$ cat src/rtl/timebase_pkg.sv
// ============================================================================
// Module      : timebase_pkg
// Description : Shared defaults and width helper for the clock timebase.
// Revision    : 1.0 - initial release
// ============================================================================
`default_nettype none

package timebase_pkg;

    localparam int CLK_PER_US_100M = 100;
    localparam int US_PER_MS       = 1000;
    localparam int MS_PER_S        = 1000;
    localparam int SEC_W           = 32;

    // A modulo-N counter needs at least one bit even when N is 2.
    function automatic int cnt_width(input int n);
        return (n <= 2) ? 1 : $clog2(n);
    endfunction

endpackage

`default_nettype wire

$ cat src/rtl/clock_timebase_if.sv
// ============================================================================
// Module      : clock_timebase_if
// Description : Control inputs and tick outputs of the clock timebase.
// Revision    : 1.0 - initial release
// ============================================================================
`default_nettype none

interface clock_timebase_if #(
    parameter int PROG_W = 16
);
    import timebase_pkg::*;

    logic                run;
    logic                clear;
    logic [PROG_W-1:0]   prog_period;
    logic                prog_load;
    logic                tick_usec;
    logic                tick_msec;
    logic                tick_sec;
    logic                tick_prog;
    logic [SEC_W-1:0]    sec_count;

    modport master (
        output run, clear, prog_period, prog_load,
        input  tick_usec, tick_msec, tick_sec, tick_prog, sec_count
    );

    modport slave (
        input  run, clear, prog_period, prog_load,
        output tick_usec, tick_msec, tick_sec, tick_prog, sec_count
    );

endinterface

`default_nettype wire

$ cat src/rtl/clock_timebase_tick_divider.sv
// ============================================================================
// Module      : tick_divider
// Description : Modulo-N event counter with registered terminal-count strobe.
// Revision    : 1.0 - initial release
// ============================================================================
`default_nettype none

module tick_divider
    import timebase_pkg::*;
#(
    parameter int N = 4
) (
    input  wire logic clk,
    input  wire logic rst_n,
    input  wire logic en_evt,
    input  wire logic hold,
    input  wire logic clr,
    output logic      wrap,
    output logic      tc
);

    localparam int            W      = cnt_width(N);
    localparam logic [W-1:0]  c_last = W'(N - 1);

    logic [W-1:0] r_cnt;
    logic         r_tc;
    logic         w_step;

    assign w_step = en_evt & ~hold & ~clr;
    // Combinational wrap feeds the next tier so all coincident strobes register together.
    assign wrap   = w_step & (r_cnt == c_last);
    assign tc     = r_tc;

    always_ff @(posedge clk or negedge rst_n) begin
        if (!rst_n) begin
            r_cnt <= '0;
            r_tc  <= 1'b0;
        end else begin
            r_tc <= wrap;
            if (clr) begin
                r_cnt <= '0;
            end else if (w_step) begin
                r_cnt <= (r_cnt == c_last) ? '0 : r_cnt + W'(1);
            end
        end
    end

endmodule

`default_nettype wire

$ cat src/rtl/clock_timebase.sv
// ============================================================================
// Module      : clock_timebase
// Description : Divides clk into usec/msec/sec strobes plus a programmable tick.
// Revision    : 1.0 - initial release
// ============================================================================
`default_nettype none

module clock_timebase #(
    parameter int CLK_PER_US = timebase_pkg::CLK_PER_US_100M,
    parameter int US_PER_MS  = timebase_pkg::US_PER_MS,
    parameter int MS_PER_S   = timebase_pkg::MS_PER_S,
    parameter int PROG_W     = 16
) (
    input  wire logic         clk,
    input  wire logic         reset_n,
    clock_timebase_if.slave   bus
);

    import timebase_pkg::*;

    logic                r_rst_meta;
    logic                r_rst_sync;
    logic                w_rst_n;
    logic                w_hold;
    logic                w_usec_evt;
    logic                w_msec_evt;
    logic                w_sec_evt;
    logic                w_prog_last;
    logic [SEC_W-1:0]    r_sec_count;
    logic [PROG_W-1:0]   r_period_q;
    logic [PROG_W-1:0]   r_cnt_prog;
    logic                r_tick_prog;

    // Assert asynchronously, release on the second clock edge.
    always_ff @(posedge clk or negedge reset_n) begin
        if (!reset_n) begin
            r_rst_meta <= 1'b0;
            r_rst_sync <= 1'b0;
        end else begin
            r_rst_meta <= 1'b1;
            r_rst_sync <= r_rst_meta;
        end
    end

    assign w_rst_n = r_rst_sync;
    assign w_hold  = ~bus.run;

    tick_divider #(.N(CLK_PER_US)) u_usec (
        .clk    (clk),
        .rst_n  (w_rst_n),
        .en_evt (1'b1),
        .hold   (w_hold),
        .clr    (bus.clear),
        .wrap   (w_usec_evt),
        .tc     (bus.tick_usec)
    );

    tick_divider #(.N(US_PER_MS)) u_msec (
        .clk    (clk),
        .rst_n  (w_rst_n),
        .en_evt (w_usec_evt),
        .hold   (w_hold),
        .clr    (bus.clear),
        .wrap   (w_msec_evt),
        .tc     (bus.tick_msec)
    );

    tick_divider #(.N(MS_PER_S)) u_sec (
        .clk    (clk),
        .rst_n  (w_rst_n),
        .en_evt (w_msec_evt),
        .hold   (w_hold),
        .clr    (bus.clear),
        .wrap   (w_sec_evt),
        .tc     (bus.tick_sec)
    );

    always_ff @(posedge clk or negedge w_rst_n) begin
        if (!w_rst_n) begin
            r_sec_count <= '0;
        end else if (bus.clear) begin
            r_sec_count <= '0;
        end else if (w_sec_evt) begin
            r_sec_count <= r_sec_count + SEC_W'(1);
        end
    end

    assign bus.sec_count = r_sec_count;

    // Runtime modulus, so the programmable tier cannot reuse tick_divider.
    assign w_prog_last = (r_cnt_prog == (r_period_q - PROG_W'(1)));

    always_ff @(posedge clk or negedge w_rst_n) begin
        if (!w_rst_n) begin
            r_period_q  <= '0;
            r_cnt_prog  <= '0;
            r_tick_prog <= 1'b0;
        end else begin
            r_tick_prog <= 1'b0;
            if (bus.prog_load) begin
                r_period_q <= bus.prog_period;
            end
            // A usec event landing with prog_load is dropped: the count restarts clean.
            if (bus.clear || bus.prog_load || (r_period_q == '0)) begin
                r_cnt_prog <= '0;
            end else if (w_usec_evt) begin
                if (w_prog_last) begin
                    r_cnt_prog  <= '0;
                    r_tick_prog <= 1'b1;
                end else begin
                    r_cnt_prog <= r_cnt_prog + PROG_W'(1);
                end
            end
        end
    end

    assign bus.tick_prog = r_tick_prog;

endmodule

`default_nettype wire
$ cat src/flat_wrapper.sv
// flat-port wrapper written by rule: the top's interface ports become plain ports
module clock_timebase_flat import timebase_pkg::*;
#(
    parameter int CLK_PER_US = timebase_pkg::CLK_PER_US_100M,
    parameter int US_PER_MS  = timebase_pkg::US_PER_MS,
    parameter int MS_PER_S   = timebase_pkg::MS_PER_S,
    parameter int PROG_W     = 16
)
  (clk, reset_n, bus_run, bus_clear, bus_prog_period, bus_prog_load, bus_tick_usec, bus_tick_msec, bus_tick_sec, bus_tick_prog, bus_sec_count);
  clock_timebase_if #(.PROG_W(PROG_W)) bus_i ();
  input  wire logic clk;
  input  wire logic reset_n;
  input wire logic [$bits(bus_i.run)-1:0] bus_run;
  input wire logic [$bits(bus_i.clear)-1:0] bus_clear;
  input wire logic [$bits(bus_i.prog_period)-1:0] bus_prog_period;
  input wire logic [$bits(bus_i.prog_load)-1:0] bus_prog_load;
  output wire logic [$bits(bus_i.tick_usec)-1:0] bus_tick_usec;
  output wire logic [$bits(bus_i.tick_msec)-1:0] bus_tick_msec;
  output wire logic [$bits(bus_i.tick_sec)-1:0] bus_tick_sec;
  output wire logic [$bits(bus_i.tick_prog)-1:0] bus_tick_prog;
  output wire logic [$bits(bus_i.sec_count)-1:0] bus_sec_count;
  assign bus_i.run = bus_run;
  assign bus_i.clear = bus_clear;
  assign bus_i.prog_period = bus_prog_period;
  assign bus_i.prog_load = bus_prog_load;
  assign bus_tick_usec = bus_i.tick_usec;
  assign bus_tick_msec = bus_i.tick_msec;
  assign bus_tick_sec = bus_i.tick_sec;
  assign bus_tick_prog = bus_i.tick_prog;
  assign bus_sec_count = bus_i.sec_count;
  clock_timebase #(.CLK_PER_US(CLK_PER_US), .US_PER_MS(US_PER_MS), .MS_PER_S(MS_PER_S), .PROG_W(PROG_W)) u_core (.clk(clk), .reset_n(reset_n), .bus(bus_i));
endmodule
$ cat config.mk
export PLATFORM = sky130hd
export DESIGN_NAME = clock_timebase_flat
export DESIGN_NICKNAME = d
export VERILOG_FILES = /design/src/rtl/timebase_pkg.sv /design/src/rtl/clock_timebase_if.sv /design/src/rtl/clock_timebase_tick_divider.sv /design/src/rtl/clock_timebase.sv /design/src/flat_wrapper.sv
export SDC_FILE = /design/constraint.sdc
export NUM_CORES = 1
export LEC_CHECK = 0
export ABC_AREA = 1
export CORE_ASPECT_RATIO = 0.7
export CORE_MARGIN = 5
export CORE_UTILIZATION = 52
export DETAILED_ROUTE_END_ITERATION = 16
export PLACE_DENSITY = 0.76
export SLEW_MARGIN = 20
export SYNTH_ARGS = -nofsm -noshare
export SYNTH_HDL_FRONTEND = slang
export SYNTH_HIERARCHICAL = 1
export SYNTH_SLANG_ARGS = --single-unit
$ cat constraint.sdc
create_clock -name clk -period 3 [get_ports clk]
set_clock_uncertainty 0.2 [all_clocks]
set_input_delay 0.6 -clock clk [delete_from_list [all_inputs] [get_ports clk]]
set_output_delay 0.6 -clock clk [all_outputs]
set_load 0.05 [all_outputs]
==> results of run 1 <==
[cells in the final DEF (no fill, tap or decap), types with 3 or more instances in the layout]
cell type | netlist | routed
nor2_4 | 6 | 12
nand4_1 | 20 | 20
clkdlybuf4s50_1 | 0 | 55
buf_4 | 0 | 46
o21ai_1 | 14 | 20
nand2_4 | 6 | 7
xnor2_1 | 9 | 9
ha_1 | 6 | 5
xor2_1 | 20 | 20
nand2_1 | 188 | 180
nor4_4 | 0 | 5
o21ai_0 | 38 | 31
nor3_2 | 2 | 4
o21bai_1 | 5 | 5
nand3_2 | 4 | 6
conb_1 | 1 | 3
clkbuf_16 | 0 | 9
a21oi_2 | 1 | 4
inv_2 | 8 | 15
nor3_1 | 16 | 11
nor2_2 | 10 | 7
nand3_1 | 61 | 57
o22ai_1 | 8 | 8
nor3_4 | 3 | 6
inv_1 | 109 | 101
dfrtp_1 | 97 | 96
nor2_1 | 85 | 82
nand2_2 | 12 | 19
a21oi_1 | 26 | 23
mux2_2 | 4 | 4
buf_6 | 1 | 7
[repair_timing]
action                     4_1_cts  5_1_grt
hold endpoints to repair         0        0
setup buffers                   14        7
setup endpoints to repair       28       28
pin swaps                       12       13
cloned                           0        0
resized for setup               18       13
[path summary, 6_finish.rpt]
check | startpoint | end | slack, ns
max | bus_clear | u_core/bus.sec_count[20] | -0.39
min | u_core/r_rst_sync | u_core/u_msec/tc | 0.11
max reg2reg | u_core/u_usec/r_cnt[1] | u_core/bus.sec_count[20] | -0.33
min reg2reg | u_core/r_rst_sync | u_core/u_msec/tc | 0.11
max in group asynchronous | u_core/r_rst_sync | u_core/bus.sec_count[12] | 1.80
min in group clk | u_core/r_rst_meta | u_core/r_rst_sync | 0.15
[stage by stage]
stage	area (µm²)	util	setup slack (ns)	setup TNS (ns)
floorplan	6025	-	-0.5596	-8.338
global placement	6985	0.6344	-0.7501	-16.09
detailed placement	6985	0.6344	-0.8582	-19.16
CTS	7482	0.6795	-0.2645	-4.177
global route	7592	0.6895	-0.4704	-8.094
finish	7592	0.6895	-0.3873	-5.320
[area by class of cell]
cell class,count,area (µm²)
clock buffers,11,242.7
clock inverters,5,80.08
fillers,870,3418
inverters,119,452.9
multi-input cells,565,3191
flip-flops and latches,97,2431
well taps,153,191.4
repair buffers,110,1003
[power breakdown]
| part | internal, mW | switching, mW |
|---|---|---|
| Clock | 0.753 | 0.498 |
| Combinational | 0.0965 | 0.157 |
| Sequential | 1.33 | 0.0336 |
[cells by family after synthesis]
family	Yosys count
buffers and inverters	127
flip-flops	97
adder cells (fa/ha/maj)	6
multiplexers	4
AO/OA/AOI/OAI	96
XOR/XNOR	29
other	1
AND/OR/NAND/NOR	427
[layer usage]
| layer | vias up | GRT usage |
|---|---|---|
| met2 | 173 | 0.3653 |
| met5 | - | 0 |
| met3 | 16 | 0.05051 |
| met1 | 2665 | 0.3182 |
| met4 | 0 | 0.05982 |
| li1 | 2766 | - |
[registers in the layout (all words and copies together), names as in the netlist, 7 cells and up]
register	cells
u_core/u_sec/r_cnt	10
u_core/u_msec/r_cnt	10
u_core/r_period_q	16
u_core/u_usec/r_cnt	7
u_core/bus.sec_count	32
u_core/r_cnt_prog	16
==> impl_metrics.yaml, run 1 <==
logic_synthesis:
  synth_sequential_area_ratio: 0.4135
  synthXorXnorAreaFrac: 0.04327
  yosys-top-cells-count: "188 x nand2_1, 109 x inv_1, 97 x dfrtp_1, 85 x nor2_1, 61 x nand3_1"
  synth_fa_ha_area_frac: 0.01279
  post_synth.cell_area_avg_um2: 7.460
  synthesis.area_um2: 5871
  dominantRegCellSynth: "dfrtp_1"
  synth_edf_count: 0
  synth_area_in_simple_gates: 0.3485
  synthMuxAreaShare: 0.007673
  synth_async_sr_flop_share: 1.000
  post_synthesis_cell_type_with_the_largest_combined_area: "dfrtp_1"
  post_synth_inst_count: 787
  post-synth-top-count-cell: "nand2_1"
  number_of_register_bits_inferred_by_synthesis: 97
  synth_compound_gate_area_share: 0.08802
  synth.lib_cells_used.distinct: 44
  synthDominantCellAreaShare: 0.4135
  ys_top_cells_by_area: "dfrtp_1 41%, nand2_1 12%, inv_1 7.0%, nor2_1 5.4%, nand3_1 5.2%"
  synth_top_family_by_area: "simple AND/OR/NAND/NOR gates"
  yosysWarnings: 6
worst_setup_path:
  worstSetupPathType: "input port to register"
  cp.depth: 20
  cp_slowest_stage_delay_ns: 0.48
  critical_path_arrival_ns: 3.46
  cp_num_buf_inv: 4
  worstPathCellList: "clkdlybuf4s50_1 > nor3_4 > nand2_2 > nor2_4 > inv_2 > nor4_4 > nand2_2 > nor2_4 > inv_2 > nor4_4 > nor2_4 > nor2_4 > nand4_1 > nor2_2 > nand2_2 > nor2_4 > nand2_2 > clkinv_2 > nand2_2 > a21oi_2"
  cp_slowest_cell: "clkdlybuf4s50_1"
  worstSetupEndpointType: "register"
  cp-start-kind: "input port"
  critPathRequiredTime_ns: 3.07
  r2r.worst_path.cells: 23
  timing.critical_path.fanout_max: 4
  crit_path_leading_delay_family: "simple AND/OR/NAND/NOR gates"
run_status:
  violations: "negative setup slack"
  run_status: "finished with violations"
global_route:
  largest_net_degree_at_the_start_of_global_routing: 59
  antenna_found_initial: 0
  gr-usage-all-layers: 0.2294
  grt_overflow: 0
  first_global_vias: 5337
  grt_pass1_wl_um: 25350
cts:
  tritoncts.num_buffers: 9
  tritoncts: "built"
  cts-root-to-sink-buffers: 2
  worst_skew_pair.late_latency_ns: 0.34
  root_buffer: "clkbuf_16"
  post_cts_hold_buffer_count: 0
  htreeDepth: 3
  clkSinkCount: 97
  clkSlewWorstSetupHoldPaths_ns: 0.07
layout:
  final_cell_count_no_fill: 1060
  drive_gt1_frac: 0.1896
  area_growth_pct: 29.33
  antenna_cells: 0
  finish.net_count: 929
routing:
  routed-wl-met3_um: 897
  wire_per_inst_um: 14.27
  met2_wirelength_um: 7246
  final_antenna_net_count: 0
  initialDrtViolationCount: 360
  vias_after_detailed_routing: 5620
  routed_via_density: 5.302
  top_layer_used: "met4"
  wl_met1_um: 6812
  detail_route.drc_violations: 0
  detail_route.first_pass.iterations: 6
  route.final.wire_length_um: 15120
floorplanning:
  floorplan.initialDensity: 0.5332
  die-area_um2: 13550
  rows: 32
  core_area_um2: 11010
  die_w_um: 137.0
  die_h_um: 98.90
  floorplan.io_pins: 57
power_and_ir_drop:
  max-vdd-ir-drop_mv: 0.2814
  power_mw: 2.868
  pwr_density_cell_nw_per_um2: 377.8
  p_leak_nw: 3.556
worst_hold_path:
  worst_hold_path_type: "register to asynchronous set/reset pin"
timing:
  worst_pin_slew_ns: 0.7062
  timing.final.crit_period_ns: 3.387
  layout_worst_path_cycle_share: 1.129
  achievable-frequency_ghz: 0.2952
  setup_viol: 22
  finalMaxSlewViolations: 0
  timing.final.hold_violations: 0
  setup_repair_after_global_routing_missed_its_margin: "true"
  max_slew_margin: 0.5287
  setup_ws_ns: -0.3873
  hold_ws_ns: 0.1095
placed_design:
  placement.io_buffers: 56
  gp_congestion: 0.9158
  dp_hpwl_um: 11030
  dp_cells: 1023
flow_run:
  maxCapViolCount: 0
No activity file was read; power rests on OpenSTA's default activity.
==> run 2, diff against run 1 <==
CORE_MARGIN = not set   (was 5)
==> impl_metrics.yaml, run 2 (synthesis results as in run 1) <==
run_status:
  run_status: "finished with violations"
  violations: "negative setup slack"
cts:
  cts-root-to-sink-buffers: 2
  clkSlewWorstSetupHoldPaths_ns: 0.07
  root_buffer: "clkbuf_16"
  clkSinkCount: 97
  worst_skew_pair.late_latency_ns: 0.35
  htreeDepth: 3
  tritoncts.num_buffers: 9
  tritoncts: "built"
timing:
  timing.final.hold_violations: 0
  achievable-frequency_ghz: 0.2999
  max_slew_margin: 0.4729
  layout_worst_path_cycle_share: 1.111
  setup_repair_after_global_routing_missed_its_margin: "true"
  setup_total_negative_slack_ns: -4.486
  setup_viol: 24
  finalMaxSlewViolations: 0
  worst_pin_slew_ns: 0.7898
  timing.final.crit_period_ns: 3.334
  hold_ws_ns: 0.1533
  setup_ws_ns: -0.3340
flow_run:
  maxCapViolCount: 0
global_route:
  antenna_found_initial: 0
  grt_overflow: 0
  grt_pass1_wl_um: 25630
  gr-usage-all-layers: 0.2752
  first_global_vias: 5499
  largest_net_degree_at_the_start_of_global_routing: 96
worst_setup_path:
  crit_start: "u_core/u_usec/r_cnt[1]"
  timing.critical_path.fanout_max: 4
  worstSetupEndpointType: "register"
  cp-start-kind: "register"
  worstSetupPathType: "register to register"
  critPathRequiredTime_ns: 3.03
  critical_path_arrival_ns: 3.36
  crit-reg2reg-launch: "u_core/u_usec/r_cnt[1]"
layout:
  multi_input_comb_area_um2: 3213
  largest_register_ffs: 32
  drive_gt1_frac: 0.2020
  mostFrequentLayoutCells: "179 x nand2_1, 101 x inv_1, 96 x dfrtp_1"
  area_growth_pct: 31.71
  num-fill-cells: 829
  final_cell_count_no_fill: 1069
  register_area_um2: 2431
  finish.net_count: 938
  antenna_cells: 0
  layout.cells.most_common: "nand2_1"
  stdcell_area_um2: 7732
floorplanning:
  floorplan.initialDensity: 0.5332
  die_h_um: 90.90
  core_area_um2: 11010
  die_w_um: 129.0
  floorplan.io_pins: 57
  rows: 32
  die-area_um2: 11730
placed_design:
  gp_congestion: 0.8976
  dp_worst_setup_slack_ns: -0.8931
  placement.cell_area_um2: 6985
  dp_cells: 1023
  dp_hpwl_um: 10640
  placement.io_buffers: 56
routing:
  detail_route.first_pass.iterations: 5
  routed_via_density: 5.370
  wire_per_inst_um: 14.33
  initialDrtViolationCount: 459
  detail_route.drc_violations: 0
  vias_after_detailed_routing: 5740
  final_antenna_net_count: 0
  route.final.wire_length_um: 15320
power_and_ir_drop:
  max-vdd-ir-drop_mv: 0.2698
  p_leak_nw: 3.652
  pwr_density_cell_nw_per_um2: 389.4
worst_hold_path:
  min_from: "u_core/r_rst_meta"
  worst_hold_path_type: "register to register"
[run 2: changes by cell type in the layout (fill, tap and decap cells not counted), moves of 2 or more]
| cell | previous run | this run |
|---|---|---|
| buf_4 | 46 | 54 |
| clkbuf_8 | 1 | 3 |
| nand3_2 | 6 | 4 |
| nand3_4 | 2 | 4 |
| nor2_2 | 7 | 9 |
| o21ai_0 | 31 | 27 |
| o21ai_1 | 20 | 22 |
| o21ai_2 | 2 | 4 |
[run 2: critical path, stage by stage (launching register included)]
cell,delay (ns)
dfrtp_1,0.36
ha_2,0.19
nand2_2,0.06
inv_2,0.06
nand3_4,0.08
nor3_4,0.15
nand2_2,0.10
nor2_4,0.10
inv_2,0.06
nor4_4,0.17
nand2_2,0.12
nor2_4,0.11
inv_2,0.06
nor4_4,0.22
nor2_4,0.09
nor2_2,0.11
nand4_1,0.13
nor2_2,0.18
nand2_2,0.11
nor2_4,0.19
nand3_2,0.12
o21ai_2,0.15
a21oi_1,0.07
[run 2: final cells by class]
cell class | instances | area share
Multi-Input combinational cell | 565 | 0.4155
Sequential cell | 97 | 0.3144
Timing Repair Buffer | 119 | 0.1393
Inverter | 119 | 0.05890
Clock buffer | 12 | 0.03447
Tap cell | 153 | 0.02476
Clock inverter | 4 | 0.01262
[run 2: path summary, 6_finish.rpt]
kind	end	slack, ns	cells past startpoint
min	u_core/r_rst_sync	0.15	0
max	u_core/bus.sec_count[24]	-0.33	22
max in group asynchronous	u_core/bus.sec_count[3]	2.04	1
max reg2reg	u_core/bus.sec_count[24]	-0.33	22
min in group asynchronous	u_core/bus.sec_count[9]	0.16	1
min reg2reg	u_core/r_rst_sync	0.15	0
[run 2: metrics by stage]
step | total power, mW | util
CTS | 3.038 | 0.6886
detailed placement | 1.637 | 0.6344
finish | 3.011 | 0.7023
floorplan | 1.549 | -
global route | 3.130 | 0.7023
global placement | 1.629 | 0.6344
[run 2: per-layer routing]
| layer | track usage | part of all wire |
|---|---|---|
| met5 | 0 | 0 |
| met4 | 0.08725 | 0.015 |
| met3 | 0.05509 | 0.053 |
| met2 | 0.4387 | 0.48 |
| met1 | 0.3755 | 0.45 |
[run 2: what timing repair did]
action	CTS	global route
pin swaps	26	18
setup buffers	20	13
hold endpoints to repair	0	0
gates resized for setup	26	17
hold buffers	0	0
endpoints found under the setup margin	27	31
[run 2: where the power goes]
| group | switching, mW | total, mW | internal (mW) |
|---|---|---|---|
| combinational | 0.165 | 0.264 | 0.0995 |
| clock | 0.507 | 1.39 | 0.884 |
| sequential | 0.0240 | 1.36 | 1.33 |
